--- src/rtl/bit_serializer_if.sv ---
// rtl/bit_serializer_if.sv - word handshake, bit strobe and serial output bundle for bit_serializer
interface bit_serializer_if #(
  parameter int WIDTH = 8
);
  logic [WIDTH-1:0] in_data;
  logic             in_valid;
  logic             in_ready;
  logic             bit_en;
  logic             out_bit;
  logic             out_valid;
  logic             out_last;
  logic             busy;

  modport master (
    output in_data, in_valid, bit_en,
    input  in_ready, out_bit, out_valid, out_last, busy
  );

  modport slave (
    input  in_data, in_valid, bit_en,
    output in_ready, out_bit, out_valid, out_last, busy
  );
endinterface

--- src/rtl/bit_serializer.sv ---
// rtl/bit_serializer.sv - parallel-to-serial converter with one-word holding register
module bit_serializer #(
  parameter int   WIDTH     = 8,
  parameter int   LSB_FIRST = 0,
  parameter logic IDLE_BIT  = 1'b1
) (
  input logic            clk,
  input logic            rst,
  bit_serializer_if.slave bus
);
  localparam int            CW       = $clog2(WIDTH);
  localparam logic [CW-1:0] LAST_IDX = CW'(WIDTH - 1);

  typedef enum logic {IDLE, SHIFT} state_t;

  state_t           state_q, state_d;
  logic [CW-1:0]    cnt_q, cnt_d;
  logic [WIDTH-1:0] sh_q, sh_d;
  logic [WIDTH-1:0] hold_q, hold_d;
  logic             hold_full_q, hold_full_d;
  logic             active;
  logic             at_last;
  logic             accept;
  logic             load_evt;

  assign active   = (state_q == SHIFT);
  assign at_last  = active & (cnt_q == LAST_IDX);
  assign accept   = bus.in_valid & ~hold_full_q;
  // Idle loads ignore the strobe so a new word starts on the very next cycle.
  assign load_evt = ~active | (bus.bit_en & at_last);

  assign bus.in_ready  = ~hold_full_q;
  assign bus.out_valid = active;
  assign bus.out_bit   = active ? ((LSB_FIRST != 0) ? sh_q[0] : sh_q[WIDTH-1]) : IDLE_BIT;
  assign bus.out_last  = at_last;
  assign bus.busy      = active | hold_full_q;

  always_ff @(posedge clk or posedge rst) begin
    if (rst) begin
      state_q     <= IDLE;
      cnt_q       <= '0;
      sh_q        <= '0;
      hold_q      <= '0;
      hold_full_q <= 1'b0;
    end else begin
      state_q     <= state_d;
      cnt_q       <= cnt_d;
      sh_q        <= sh_d;
      hold_q      <= hold_d;
      hold_full_q <= hold_full_d;
    end
  end

  always_comb begin
    state_d     = state_q;
    cnt_d       = cnt_q;
    sh_d        = sh_q;
    hold_d      = hold_q;
    hold_full_d = hold_full_q;
    if (load_evt) begin
      cnt_d = '0;
      if (hold_full_q) begin
        sh_d        = hold_q;
        hold_full_d = 1'b0;
        state_d     = SHIFT;
      end else if (accept) begin
        sh_d    = bus.in_data;
        state_d = SHIFT;
      end else begin
        state_d = IDLE;
      end
    end else if (bus.bit_en) begin
      sh_d  = (LSB_FIRST != 0) ? {1'b0, sh_q[WIDTH-1:1]} : {sh_q[WIDTH-2:0], 1'b0};
      cnt_d = cnt_q + 1'b1;
    end
    // A word that cannot go straight into the shifter waits in the holding register.
    if (accept && !load_evt) begin
      hold_d      = bus.in_data;
      hold_full_d = 1'b1;
    end
  end
endmodule

--- src/flat_wrapper.sv ---
// flat-port wrapper written by rule: the top's interface ports become plain ports
module bit_serializer_flat 
#(
  parameter int   WIDTH     = 8,
  parameter int   LSB_FIRST = 0,
  parameter logic IDLE_BIT  = 1'b1
)
  (clk, rst, bus_in_data, bus_in_valid, bus_bit_en, bus_in_ready, bus_out_bit, bus_out_valid, bus_out_last, bus_busy);
  bit_serializer_if #(.WIDTH(WIDTH)) bus_i ();
  input logic clk;
  input logic rst;
  input wire logic [$bits(bus_i.in_data)-1:0] bus_in_data;
  input wire logic [$bits(bus_i.in_valid)-1:0] bus_in_valid;
  input wire logic [$bits(bus_i.bit_en)-1:0] bus_bit_en;
  output wire logic [$bits(bus_i.in_ready)-1:0] bus_in_ready;
  output wire logic [$bits(bus_i.out_bit)-1:0] bus_out_bit;
  output wire logic [$bits(bus_i.out_valid)-1:0] bus_out_valid;
  output wire logic [$bits(bus_i.out_last)-1:0] bus_out_last;
  output wire logic [$bits(bus_i.busy)-1:0] bus_busy;
  assign bus_i.in_data = bus_in_data;
  assign bus_i.in_valid = bus_in_valid;
  assign bus_i.bit_en = bus_bit_en;
  assign bus_in_ready = bus_i.in_ready;
  assign bus_out_bit = bus_i.out_bit;
  assign bus_out_valid = bus_i.out_valid;
  assign bus_out_last = bus_i.out_last;
  assign bus_busy = bus_i.busy;
  bit_serializer #(.WIDTH(WIDTH), .LSB_FIRST(LSB_FIRST), .IDLE_BIT(IDLE_BIT)) u_core (.clk(clk), .rst(rst), .bus(bus_i));
endmodule
--- config.mk ---
export PLATFORM = sky130hd
export DESIGN_NAME = bit_serializer_flat
export DESIGN_NICKNAME = d
export VERILOG_FILES = /design/src/rtl/bit_serializer_if.sv /design/src/rtl/bit_serializer.sv /design/src/flat_wrapper.sv
export SDC_FILE = /design/constraint.sdc
export NUM_CORES = 1
export LEC_CHECK = 0
export ABC_CLOCK_PERIOD_IN_PS = 5550
export BUFFER_PORTS_ARGS = -buffer_cell sky130_fd_sc_hd__buf_2
export CORE_MARGIN = 2
export CORE_UTILIZATION = 50
export DETAILED_ROUTE_END_ITERATION = 8
export GPL_ROUTABILITY_DRIVEN = 1
export GPL_TIMING_DRIVEN = 1
export PLACE_DENSITY_LB_ADDON = 0.05
export SYNTH_ARGS = -nofsm -noshare
export SYNTH_HDL_FRONTEND = slang
export SYNTH_SLANG_ARGS = --single-unit
--- constraint.sdc ---
create_clock -name clk -period 5.55 [get_ports clk]
set_input_delay 0.555 -clock clk [delete_from_list [all_inputs] [get_ports clk]]
set_output_delay 0.555 -clock clk [all_outputs]
set_load 0.005 [all_outputs]
Word-level counts from Yosys, hierarchy flattened:

Cells that the tools add are included.
Widths: inputs -> output; s select.

* register bits after elaboration: 21
* output and inout bits: 5
* logic and storage cells: 31

* add/sub/neg operators: 1
* equality and inequality tests: 2
* mux-type cells: 11
* bitwise gates (word level): 7
* reductions and logical operators: 5

Operators by type and width (count)
* $mux 8: 4
* $mux 3: 2
* $mux 1: 5
* $reduce_bool 2->1: 2
* $add 3x1->3 const B: 1
* $and 1x1->1: 3
* $eq 3x3->1 const B: 1
* $ne 3x1->1 const B: 1
* $not 1->1: 2
* $or 1x1->1: 2
* $reduce_and 2->1: 1
* $logic_and 1x1->1: 1
* $logic_not 1->1: 1

Logic depth before layout (Yosys ltp):

* depth in word-level cells: 7
* depth in mapped cells: 6

Least setup slack after synthesis:

No wires, ideal clock.

* kind: flip-flop to flip-flop
* start point: register u_core.cnt_q[0]
* end point: register u_core.sh_q[2]
* setup time: 0.125 ns
* arrival: 1.661 ns
* path slack: 3.764 ns
* stages on the path, launching flop included: 7
* buffers on the path: 1
* period minus slack after synthesis: 1.786 ns
* cells stage by stage: dfrtp_1 ha_1 ha_1 a21bo_1 buf_6 mux2_4 mux2_4

* cells in the longest elaborated chain, start to end: 6
* elaborated cells between the ends (all ways): 8
* classes of those cells: 2 x eq/ne; 1 x mux; 3 x bitwise; 2 x reduce/logical

RTL lines
* start: declaration: RTL line bit_serializer.sv:17 `logic [CW-1:0] cnt_q, cnt_d;`
* start signal: assignment: RTL line bit_serializer.sv:47 `cnt_q <= cnt_d;`
* $eq 3x3->1 *: RTL line bit_serializer.sv:27 `assign at_last = active & (cnt_q == LAST_IDX);`
* $and 1x1->1 *: RTL line bit_serializer.sv:27
* $and 1x1->1 *: RTL line bit_serializer.sv:30 `assign load_evt = ~active | (bus.bit_en & at_last);`
* $or 1x1->1 *: RTL line bit_serializer.sv:30
* $ne 3x1->1 (no source line) / $reduce_bool 2->1 (equally long branches)
* $reduce_and 2->1 (no source line)
* end signal: assignment: RTL line bit_serializer.sv:42 `sh_q <= '0;`
* end signal: assignment: RTL line bit_serializer.sv:48 `sh_q <= sh_d;`
* end: declaration: RTL line bit_serializer.sv:18 `logic [WIDTH-1:0] sh_q, sh_d;`

Mark *: on every way between the ends. The rest lies on a longest branch, timed or not.
A chain may end at the register's enable or synchronous reset.

Worst setup path after layout:

* start point: register u_core.cnt_q[0]
* end point: register u_core.hold_q[2]

* cells in the longest elaborated chain, start to end: 6

RTL lines
* $eq 3x3->1: RTL line bit_serializer.sv:27
* $and 1x1->1: RTL line bit_serializer.sv:27
* $and 1x1->1: RTL line bit_serializer.sv:30
* $or 1x1->1: RTL line bit_serializer.sv:30
* $logic_not 1->1: RTL line bit_serializer.sv:77 `if (accept && !load_evt) begin`
* $logic_and 1x1->1: RTL line bit_serializer.sv:77
* end signal: assignment: RTL line bit_serializer.sv:49 `hold_q <= hold_d;`
* end: declaration: RTL line bit_serializer.sv:19 `logic [WIDTH-1:0] hold_q, hold_d;`

Every way passes these cells.

==> summary.txt <==
Routing
  • Final ANT Viol Nets: 0
  • DR vias/cell: 5.038
  • DR WL/cell: 12.72 microns
  • Drt total wl: 1654 microns
  • DR pass1 iterations: 4
  • Via Count: 655
  • Post-route DRC: 0
  • Initial DRC count: 5

CTS
  • CTS tree: yes
  • Clk pin slew, worst setup/hold paths: 0.11 ns
  • Post-CTS setup buffer count: 0
  • Clock sink count: 21
  • Clock buffer depth: 2
  • Cts hold-fix bufs: 0
  • Clock Latency Late Sink: 0.29 ns
  • H-tree Lvls: 1
  • Num CTS Buffers: 3
  • Root Buffer: clkbuf_4
  • PostCTS Resize Cnt: 0

Logic synthesis
  • Synth Area in Compound Gates: 4.302%
  • Leading post-synthesis cells by cell area: dfrtp_1 49%, mux2_2 17%, mux2i_1 12%, inv_1 2.8%, mux2_4 2.8%
  • Sequential area share after synthesis: 48.84%
  • Mapped cell area: 1076 sq um
  • Ys Warns: 0
  • Post-Synth Adder-Cell Area: 2.326%
  • Simple logic cell fraction of the synthesized area: 8.605%
  • Post-synthesis mux area share: 31.63%
  • Syn nets: 99
  • Mean area per synthesized cell: 12.66 sq um
  • Post-Syn Instances: 85
  • Async SR Flop Fraction: 100.0%
  • Post-Synth XOR/XNOR Area: 0%
  • Largest family of logic cells by synthesized area: multiplexers
  • Ys flop type: dfrtp_1
  • Synth cell count leaders: 21 x dfrtp_1, 16 x mux2_2, 13 x mux2i_1, 8 x inv_1, 4 x nand2_1
  • Post-synth top area share: 48.84%
  • EDFF count, synth: 0
  • Yosys top cell by area: dfrtp_1
  • Number of synthesized register bits: 21
  • Count leader, synth: dfrtp_1
  • Distinct cell type count after synthesis: 21

Global routing
  • First-pass GRT wire length: 2822 microns
  • Largest net degree at the start of global routing: 22
  • Initial antenna violation count: 0
  • Vias in the first global route: 671
  • Gr ovfl total: 0
  • Total track usage: 14.97%

Run
  • Max-cap violations: 0

Setup path
  • Arrival time worst endpoint: 2.30 ns
  • Critical path, cell by cell: ha_1, ha_1, a21bo_1, nand3b_2, mux2_2
  • Element type at the critical path start: flip-flop
  • CP Capture Type: flip-flop
  • CP max stage delay: 0.43 ns
  • Max FO, Critical Path: 11
  • CP delay by family, top: adder cells
  • WP data required: 5.74 ns
  • CP dominant cell by count: ha_1
  • Slowest cell on crit path: nand3b_2
  • CP Class: reg -> reg
  • Buf+Inv Stages, Crit Path: 0

Timing
  • Final slew viol count: 0
  • Final hold viol count: 0
  • Setup violations, final: 0
  • Worst-Margin Slew: 0.7711 ns
  • Fin crit period: 2.111 ns
  • Setup tns final: 0 ns
  • Clk_skew: 0.002946 ns
  • Final setup margin: 3.439 ns
  • Period utilisation layout: 38.04%
  • Fmax achieved: 0.4737 GHz
  • Slew headroom: 48.54%
  • RSZ-0062 raised after global routing: false

Die
  • Row count: 16
  • I/O pin count: 17
  • DIE HEIGHT: 50.39 microns
  • Die X: 50.39 microns
  • Full die area: 2539 sq um
  • Initial Utilization: 53.75%
  • Core box area: 2002 sq um

Pwr
  • Clock network power share: 16.1%
  • Lkg Pwr: 0.6035 nW
  • Worst vdd ir: 0.0002138 V
  • Internal: 314.9 uW
  • P_sw: 124.4 uW
  • PD cells: 365.8 nW/um^2
  • Seq pwr share: 52.3%
  • Comb pwr share: 31.7%
  • Sw frac: 28.32%

Finish
  • Final Cell Area: 1201 sq um
  • Multi-input combinational cell area: 504.2 sq um
  • # diodes: 0
  • Reg area: 525.5 sq um
  • Layout area overhead: 11.63%
  • Layout Utilization: 60.00%
  • Filler Cell Count: 172
  • Final Net Count: 118
  • Layout cells sized above 1: 39.81%

Place
  • Gpl congestion: 0.6989
  • Worst slack, placed: 3.458 ns
  • I/O Buffers: 16
  • Detailed placement HPWL: 1220 microns
  • Dpl cell area: 1174 sq um

Outcome
  • Run status: complete, no violations

Min path
  • Hold Crit Class: in -> async
worst register-to-register path, stage by stage (launching register included):
cell      delay [ns]
dfrtp_1         0.41
ha_1            0.20
ha_1            0.24
a21bo_1         0.39
nand3b_2        0.43
mux2_2          0.34
registers in the layout (all words and copies together) (netlist names):
signal and count:
u_core.bus.out_valid 1, u_core.cnt_q 3, u_core.hold_full_q 1, u_core.hold_q 8, u_core.sh_q 8
through the flow:
| stage | power, mW | cells | hold slack, ns |
|---|---|---|---|
| after CTS | 0.4468 | 130 | 0.4031 |
| after detailed placement | 0.3752 | 126 | 0.4878 |
| after floorplan | 0.3424 | 85 | 0.4737 |
| final | 0.4393 | 130 | 0.3762 |
| after global routing | 0.4741 | 130 | 0.4492 |
| after global placement | 0.3715 | 126 | 0.4842 |
power groups by stage:
| stage | clock network (mW) | registers [mW] | logic, mW |
|---|---|---|---|
| global route | 0.0826 | 0.237 | 0.155 |
| global placement | 0 | 0.232 | 0.140 |
| floorplan | 0 | 0.223 | 0.120 |
| detailed placement | 0 | 0.233 | 0.142 |
| finish | 0.0707 | 0.230 | 0.139 |
| CTS | 0.0749 | 0.230 | 0.142 |
cell type report:
type,instances,area share [%]
Sequential cell,21,43.75
Timing Repair Buffer,16,6.667
Inverter,8,2.500
Clock buffer,3,1.875
Clock inverter,1,0.4167
Tap cell,27,2.813
Multi-Input combinational cell,54,41.98
kinds of logic after synthesis:
kind of cell	count (synthesis)
AO/OA/AOI/OAI	5
adder cells (fa/ha/maj)	2
buffers and inverters	10
flip-flops	21
multiplexers	31
AND/OR/NAND/NOR	16
layer usage:
| metal | GRT usage (%) | up-vias | part of all wire (%) |
|---|---|---|---|
| li1 | - | 326 | - |
| met1 | 19.26 | 316 | 48 |
| met3 | 3.571 | 2 | 3.5 |
| met5 | 0 | - | 0 |
| met4 | 6.757 | 0 | 0.73 |
| met2 | 23.90 | 11 | 48 |
placed cells by master (no fill, tap or decap):
cell      netlist  layout
ha_1            2       2
nor2_1          2       2
or2_2           1       1
mux2_4          2       2
nor2b_1         2       2
inv_1           8       8
mux2i_1        13      13
nand3b_2        1       1
or2b_1          1       1
buf_2           1      16
nand2b_1        1       1
and2_1          3       3
clkbuf_4        0       3
a21oi_4         1       1
a21bo_1         1       1
o22ai_1         2       2
clkinv_2        0       1
mux2_2         16      16
nand2_1         4       4
dfrtp_1        21      21
o21a_1          1       1
nor3b_1         1       1
worst paths after layout:
check	slack (ns)	cells past startpoint	to	start
min in group clk	0.50	2	u_core.hold_q[0]$_DFFE_PP0P_	bus_in_data[0]
max reg2reg	3.44	5	u_core.hold_q[2]$_DFFE_PP0P_	u_core.cnt_q[0]$_DFFE_PP0P_
min reg2reg	0.51	1	u_core.hold_q[5]$_DFFE_PP0P_	u_core.hold_q[5]$_DFFE_PP0P_
max	3.44	5	u_core.hold_q[2]$_DFFE_PP0P_	u_core.cnt_q[0]$_DFFE_PP0P_
min	0.38	2	u_core.sh_q[7]$_DFFE_PP0P_	rst
max in group asynchronous	4.69	2	u_core.hold_q[3]$_DFFE_PP0P_	rst
No activity file was read; power rests on OpenSTA's default activity.
